## config.mk

```make
export PLATFORM = sky130hd
export DESIGN_NAME = ex_iter_ctrl
export DESIGN_NICKNAME = d
export VERILOG_FILES = /design/src/rtl/ex_iter_ctrl.sv
export SDC_FILE = /design/constraint.sdc
export NUM_CORES = 1
export LEC_CHECK = 0
export ABC_AREA = 1
export ABC_CLOCK_PERIOD_IN_PS = 3400
export BUFFER_PORTS_ARGS = -buffer_cell sky130_fd_sc_hd__buf_2
export CORE_MARGIN = 2
export CORE_UTILIZATION = 25
export DETAILED_ROUTE_END_ITERATION = 10
export PLACE_DENSITY = 0.44
export REMOVE_ABC_BUFFERS = 1
export SYNTH_ARGS = -nofsm -noshare
export SYNTH_HDL_FRONTEND = slang
export SYNTH_SLANG_ARGS = --single-unit
```

## constraint.sdc

```tcl
create_clock -name clk -period 3.4 [get_ports clk]
set_clock_uncertainty 0.2 [all_clocks]
set_input_delay 0.68 -clock clk [delete_from_list [all_inputs] [get_ports clk]]
set_output_delay 0.68 -clock clk [all_outputs]
set_load 0.05 [all_outputs]
```

## src/rtl/ex_iter_ctrl.sv

```systemverilog
// ex_iter_ctrl: iteration controller for the e^x range-reduction datapath.
// Takes one unsigned Q4.11 argument, then alternates SEL (the selection stage
// samples the residual) and LOOK (the ln-constant is fetched and subtracted,
// and a step command is issued). It finishes on a zero residual, on a step
// limit, on "below finest constant", or on a constant that exceeds the residual.
//
// Ports:
//   clk, rst_n                clock, synchronous active-low reset
//   in_valid/in_ready/in_x    argument handshake and argument
//   sel_data                  residual to the selection stage
//   sel_i/sel_int             registered selection result (index, int/frac flag)
//   lut_idx/lut_is_int        constant LUT address; lut_val is its combinational data
//   step_valid/step_i/step_int  one-cycle shift/add step command
//   out_valid/out_ready       result handshake
//   out_steps/out_resid/out_trunc/out_err  result payload
module ex_iter_ctrl #(
   parameter int unsigned DW       = 15,
   parameter int unsigned IW       = 5,
   parameter int unsigned MAX_ITER = 16
) (
   input  logic          clk,
   input  logic          rst_n,
   input  logic          in_valid,
   output logic          in_ready,
   input  logic [DW-1:0] in_x,
   output logic [DW-1:0] sel_data,
   input  logic [IW-1:0] sel_i,
   input  logic          sel_int,
   output logic [IW-1:0] lut_idx,
   output logic          lut_is_int,
   input  logic [DW-1:0] lut_val,
   output logic          step_valid,
   output logic [IW-1:0] step_i,
   output logic          step_int,
   output logic          out_valid,
   input  logic          out_ready,
   output logic [4:0]    out_steps,
   output logic [DW-1:0] out_resid,
   output logic          out_trunc,
   output logic          out_err
);

   localparam int unsigned CW = 5;

   typedef enum logic [1:0] {
      IDLE = 2'd0,
      SEL  = 2'd1,
      LOOK = 2'd2,
      DONE = 2'd3
   } state_e;

   state_e        state_q, state_d;
   logic [DW-1:0] resid_q, resid_d;
   logic [CW-1:0] cnt_q, cnt_d;
   logic          trunc_q, trunc_d;
   logic          err_q, err_d;

   logic [CW-1:0] cnt_inc;
   logic [DW-1:0] resid_sub;

   // State and iteration registers
   always_ff @(posedge clk) begin
      if (!rst_n) begin
         state_q <= IDLE;
         resid_q <= '0;
         cnt_q   <= '0;
         trunc_q <= 1'b0;
         err_q   <= 1'b0;
      end else begin
         state_q <= state_d;
         resid_q <= resid_d;
         cnt_q   <= cnt_d;
         trunc_q <= trunc_d;
         err_q   <= err_d;
      end
   end

   // Next-state, iteration update and state-decoded outputs
   always_comb begin
      state_d    = state_q;
      resid_d    = resid_q;
      cnt_d      = cnt_q;
      trunc_d    = trunc_q;
      err_d      = err_q;
      in_ready   = 1'b0;
      out_valid  = 1'b0;
      lut_idx    = '0;
      lut_is_int = 1'b0;
      step_valid = 1'b0;
      step_i     = '0;
      step_int   = 1'b0;
      cnt_inc    = cnt_q + CW'(1);
      resid_sub  = resid_q - lut_val;

      case (state_q)
         IDLE: begin
            in_ready = 1'b1;
            if (in_valid) begin
               resid_d = in_x;
               cnt_d   = '0;
               trunc_d = 1'b0;
               err_d   = 1'b0;
               state_d = (in_x == '0) ? DONE : SEL;
            end
         end
         SEL: begin
            state_d = LOOK;
         end
         LOOK: begin
            lut_idx    = sel_i;
            lut_is_int = sel_int;
            if (!sel_int && (sel_i == '0)) begin
               // residual below the finest fraction constant
               state_d = DONE;
            end else if (lut_val > resid_q) begin
               err_d   = 1'b1;
               state_d = DONE;
            end else begin
               resid_d    = resid_sub;
               cnt_d      = cnt_inc;
               // a step issued during reset would never be matched by a result
               step_valid = rst_n;
               step_i     = sel_i;
               step_int   = sel_int;
               if (resid_sub == '0) begin
                  state_d = DONE;
               end else if (cnt_inc == CW'(MAX_ITER)) begin
                  trunc_d = 1'b1;
                  state_d = DONE;
               end else begin
                  state_d = SEL;
               end
            end
         end
         DONE: begin
            out_valid = 1'b1;
            if (out_ready) state_d = IDLE;
         end
         default: state_d = IDLE;
      endcase
   end

   assign sel_data  = resid_q;
   assign out_steps = cnt_q;
   assign out_resid = resid_q;
   assign out_trunc = trunc_q;
   assign out_err   = err_q;

endmodule

```

### After elaboration in Yosys (flattened, before gate mapping)

Index checks and enable logic that the tools add are counted.

| word-level totals | value |
|---|---|
| register bits after elaboration | 24 |
| bits in latches | 0 |
| RAM bits | 0 |
| bits in read-only memories | 0 |
| bits of input ports | 40 |
| output and inout port bits | 52 |
| memories | 0 |

| cells by class | value |
|---|---|
| add/sub/neg operators | 2 |
| multipliers | 0 |
| divide/modulo/power cells | 0 |
| order comparisons | 1 |
| equality and inequality tests | 11 |
| shift-type cells | 0 |
| multiplexer cells | 38 |
| bitwise logic cells | 0 |
| reductions and logical operators | 11 |

Operator list:

| cell | count |
|---|---|
| two-way mux 15 bit | 3 |
| two-way mux 5 bit | 7 |
| zero test 15 bit | 2 |
| case mux 15 bit (2 select lines) | 1 |
| two-way mux 1 bit | 16 |
| greater-than comparator 15 bit | 1 |
| subtractor 15 bit | 1 |
| two-way mux 2 bit | 7 |
| inequality test 2 bit, second input constant | 7 |
| case mux 5 bit (2 select lines) | 1 |
| case mux 2 bit (4 select lines) | 1 |
| AND reduction 4 bit | 2 |
| AND reduction 6 bit | 1 |
| adder 5 x 1 -> 5 bit, second input constant | 1 |
| equality test 5 bit, second input constant | 1 |
| zero test 5 bit | 1 |
| equality test 2 bit, second input constant | 2 |
| case mux 1 bit (2 select lines) | 2 |
| equality test 2 x 1 -> 1 bit, second input constant | 1 |
| zero test 2 bit | 1 |
| AND reduction 2 bit | 1 |
| nonzero test 2 bit | 1 |
| logical AND 1 bit | 1 |
| zero test 1 bit | 1 |

### Longest topological paths before layout

| logic depth | value |
|---|---|
| depth after elaboration | 7 |
| gate-level depth with buffers | 20 |
| gate-level depth less buffers | 20 |

### Worst setup path after synthesis

OpenSTA, ideal clock, no wires.

| timing path | value |
|---|---|
| path kind | input port to output port |
| start point | input port lut_val[9] |
| end point | output port step_i[0] |
| data arrival time | 2.799 ns |
| data required time | 2.520 ns |
| path slack | -0.279 ns |
| stages | 12 |
| path buffers | 0 |
| path through | inv_1 -> ha_1 -> nand2_1 -> inv_2 -> nand2_1 -> nor3_1 -> nand2_2 -> nand2_2 -> nand2_2 -> nand2_2 -> a21oi_4 -> nor3_1 |

| between the ends | value |
|---|---|
| word-level cells in the longest chain between the ends | 4 |

Ends and longest elaborated chain:

| element | RTL line | source |
|---|---|---|
| from (decl) | 31 | `input logic [DW-1:0] lut_val,` |
| greater-than comparator 15 bit | 115 | `end else if (lut_val > resid_q) begin` |
| two-way mux 5 bit | 115 |  |
| two-way mux 5 bit | 112 | `if (!sel_int && (sel_i == '0)) begin` |
| two-way mux 5 bit | 95 | `case (state_q)` |
| to (decl) | 33 | `output logic [IW-1:0] step_i,` |

Every way passes these cells.

### Worst setup path after layout

| timing path | value |
|---|---|
| start point | input port lut_val[2] |
| end point | output port step_i[2] |

The elaborated chain is that of the path after synthesis.

==> impl_metrics.csv <==
group,metric,value,unit
sta,fmax,305.4,MHz
logic_synthesis,ys_async_sr_fraction,0,
worst_setup_path,cpMostUsedCell,"nand2_2",
logic_synthesis,syn_area_per_cell,6.161,sq um
place,port_buffers,91,
die,initial_core_util,0.2584,
grt,grt_max_degree,25,
worst_setup_path,cp-end-kind,"primary output",
layout,mostFrequentLayoutCells,"nand2_1, buf_2, inv_1, nor2_1",
worst_setup_path,cpLargestDelayFamily,"simple AND/OR/NAND/NOR gates",
sta,slew_viol_final,0,
logic_synthesis,synthCells,410,
die,rows,36,
clocking,cts.hold.buffers_added,0,
route,routedWlPerCell,12.02,um
grt,track_usage,0.1348,
route,drc,0,
clocking,clock_tree.root_cell,"clkbuf_8",
layout,final_common_cell,"nand2_1",
sta,min_period,3.275,ns
die,die_w,104.5,um
sta,worstMarginPinSlew,0.6468,ns
grt,grt_use_met1,0.1862,
worst_setup_path,cp_cell_sequence,"buf_2, inv_1, ha_1, nand2_1, nand2_2, inv_2, nand2_2, nand2_2, nand2_2, nand2_2, nand2_2, nand2_2, nand2_2, a21oi_4, buf_4, nor3_1, buf_2",
sta,setup_viol,0,
sta,final.setup.worst_slack,0.1254,ns
die,core_area,0.009774,sq mm
grt,overflow,0,
sta,setup_tns,0,ns
pwr,p_leak,1.776,nW
logic_synthesis,synth-edff-count,0,
clocking,h-tree-depth,1,
worst_setup_path,arrival,2.39,ns
place,gp_congestion,0.8036,
logic_synthesis,yosysUniqueCellTypes,39,
layout,drive_above_1_share,0.3051,
clocking,cts_tree,"done",
flow_run,max-cap-violations,0,
clocking,clk_pin_slew,0.09,ns
worst_setup_path,cp_slowest_stage_delay,0.33,ns
clocking,clkSinkCount,24,
logic_synthesis,yosysSeqAreaShare,0.1902,
route,ant_nets,0,
place,dpl_cell_area,0.003069,sq mm
worst_setup_path,cp.required,2.52,ns
die,die-area,0.01092,sq mm
grt,gr-usage-met3,0.01190,
grt,top_usage_layer,"met2",
logic_synthesis,synth-seq-cells,24,
worst_setup_path,path_buf_inv,5,
route,dr_total_vias,2705,
clocking,numCtsBuffers,3,
layout,fin_nets,553,
worst_setup_path,cp_slowest_cell,"ha_1",
sta,slew_headroom,0.5642,
worst_setup_path,worstSetupPathType,"in -> out",
clocking,cts_setup_buffers,0,
route,routed_via_density,4.307,
route,dr.pass1.iters,4,
clocking,clk_latency,0.27,ns
logic_synthesis,synth_top_flop_cell,"dfxtp_1",
route,drt-total-wl,7550,um
layout,stdcell_area,0.003189,sq mm
layout,n_antenna_cell,0,
worst_setup_path,critPathMaxFanout,5,
die,die_y,104.5,um
worst_setup_path,critPathLaunchType,"input port",
clocking,cts_buffer_depth,2,
min_path,hold_class,"reg -> reg",
place,dp_hpwl,6259,um
clocking,cts_resized,0,
place,placedCellCount,624,
grt,grt_pass1_vias,2541,
grt,antenna_found_initial,0,
place,pre_cts_ws,0.08905,ns
outcome,status,"finished, final reports clean",
route,drt_iter0_markers,121,
layout,syn_to_final_growth,26.25,%
die,pin_count,92,
layout,stdcell_count,628,
worst_setup_path,ff2ff_setup_slack,0.68,ns
sta,fin_crit_sh,0.9631,
pwr,power_density,425.3,mW/mm^2
sta,finalHoldViolCount,0,
pwr,peakVddDrop,0.1841,mV
grt,grt_pass1_wl,12030,um
logic_synthesis,synth_area,0.002526,sq mm
grt,grtUsageMet2,0.2274,
logic_synthesis,ys_warn_count,0,
-- logic make-up after synthesis --
family          after synthesis  synth area share
flops                        24            0.1902
buf+inv                      98            0.1857
xor+xnor                      5           0.01734
fa+ha+maj                    17           0.08717
compound gates               55            0.1481
simple gates                211            0.3715
-- state kept, by name, summed over array words and instances, names as in the netlist --
signal     flops
out_steps      5
state_q        2
out_trunc      1
out_resid     15
out_err        1
-- cell type report --
| class | instances | area [sq um] |
|---|---|---|
| fillers | 1121 | 6585 |
| multi-input cells | 288 | 1609 |
| repair buffers | 105 | 576.8 |
| flip-flops and latches | 24 | 480.5 |
| inverters | 74 | 285.3 |
| well taps | 133 | 166.4 |
| clock buffers | 3 | 41.29 |
| clock inverters | 1 | 30.03 |
-- synth_stat cells (2+ instances only) --
library cell,n,area share
nor3_1,6,0.012
clkbuf_1,4,0.0059
nor2_2,6,0.015
nor2_1,47,0.070
inv_1,70,0.10
dfxtp_1,24,0.19
nand3b_1,2,0.0059
xnor2_1,2,0.0069
nand3_1,24,0.048
inv_2,3,0.0045
nand2_1,103,0.15
o211ai_2,3,0.015
buf_2,2,0.0040
nand4_1,3,0.0074
nor4_1,3,0.0074
a21oi_2,4,0.014
o21ai_0,19,0.038
a211oi_2,4,0.020
nand2_2,9,0.022
or2_2,2,0.0050
a21oi_4,2,0.013
buf_4,15,0.045
a21oi_1,20,0.040
xor2_1,3,0.010
ha_1,16,0.079
-- through the flow --
step	utilization	hold WS (ns)	total power [mW]
5_1_grt	0.3263	0.3056	1.458
3_5_place_dp	0.3140	0.2480	1.102
4_1_cts	0.3213	0.2680	1.368
3_3_place_gp	0.3140	0.2483	1.103
2_1_floorplan	-	0.3716	0.8871
6_report	0.3263	0.2626	1.356
-- routing by layer --
metal	vias up	wire length (um)
li1	1439	-
met1	1208	3603
met2	54	3609
met3	4	280
met4	0	56
met5	-	0
-- tightest hold or removal path: stages, from the launching register on --
cell     delay (ns)
dfxtp_1        0.32
inv_1          0.06
a21oi_2        0.05
-- path summary, 6_finish.rpt --
check	startpoint	end	cells past startpoint
worst max-delay path	lut_val[2]	step_i[2]	17
worst min-delay path	out_trunc	out_trunc	2
worst max register to register	out_resid[8]	out_steps[2]	18
worst min register to register	out_trunc	out_trunc	2
-- report_power, final --
part	total, mW	switching, mW	internal [mW]
combinational	0.754	0.520	0.234
sequential	0.346	0.0352	0.311
clock	0.256	0.0989	0.158
total	1.36	0.654	0.703
Power figures use the tool's default switching activity.
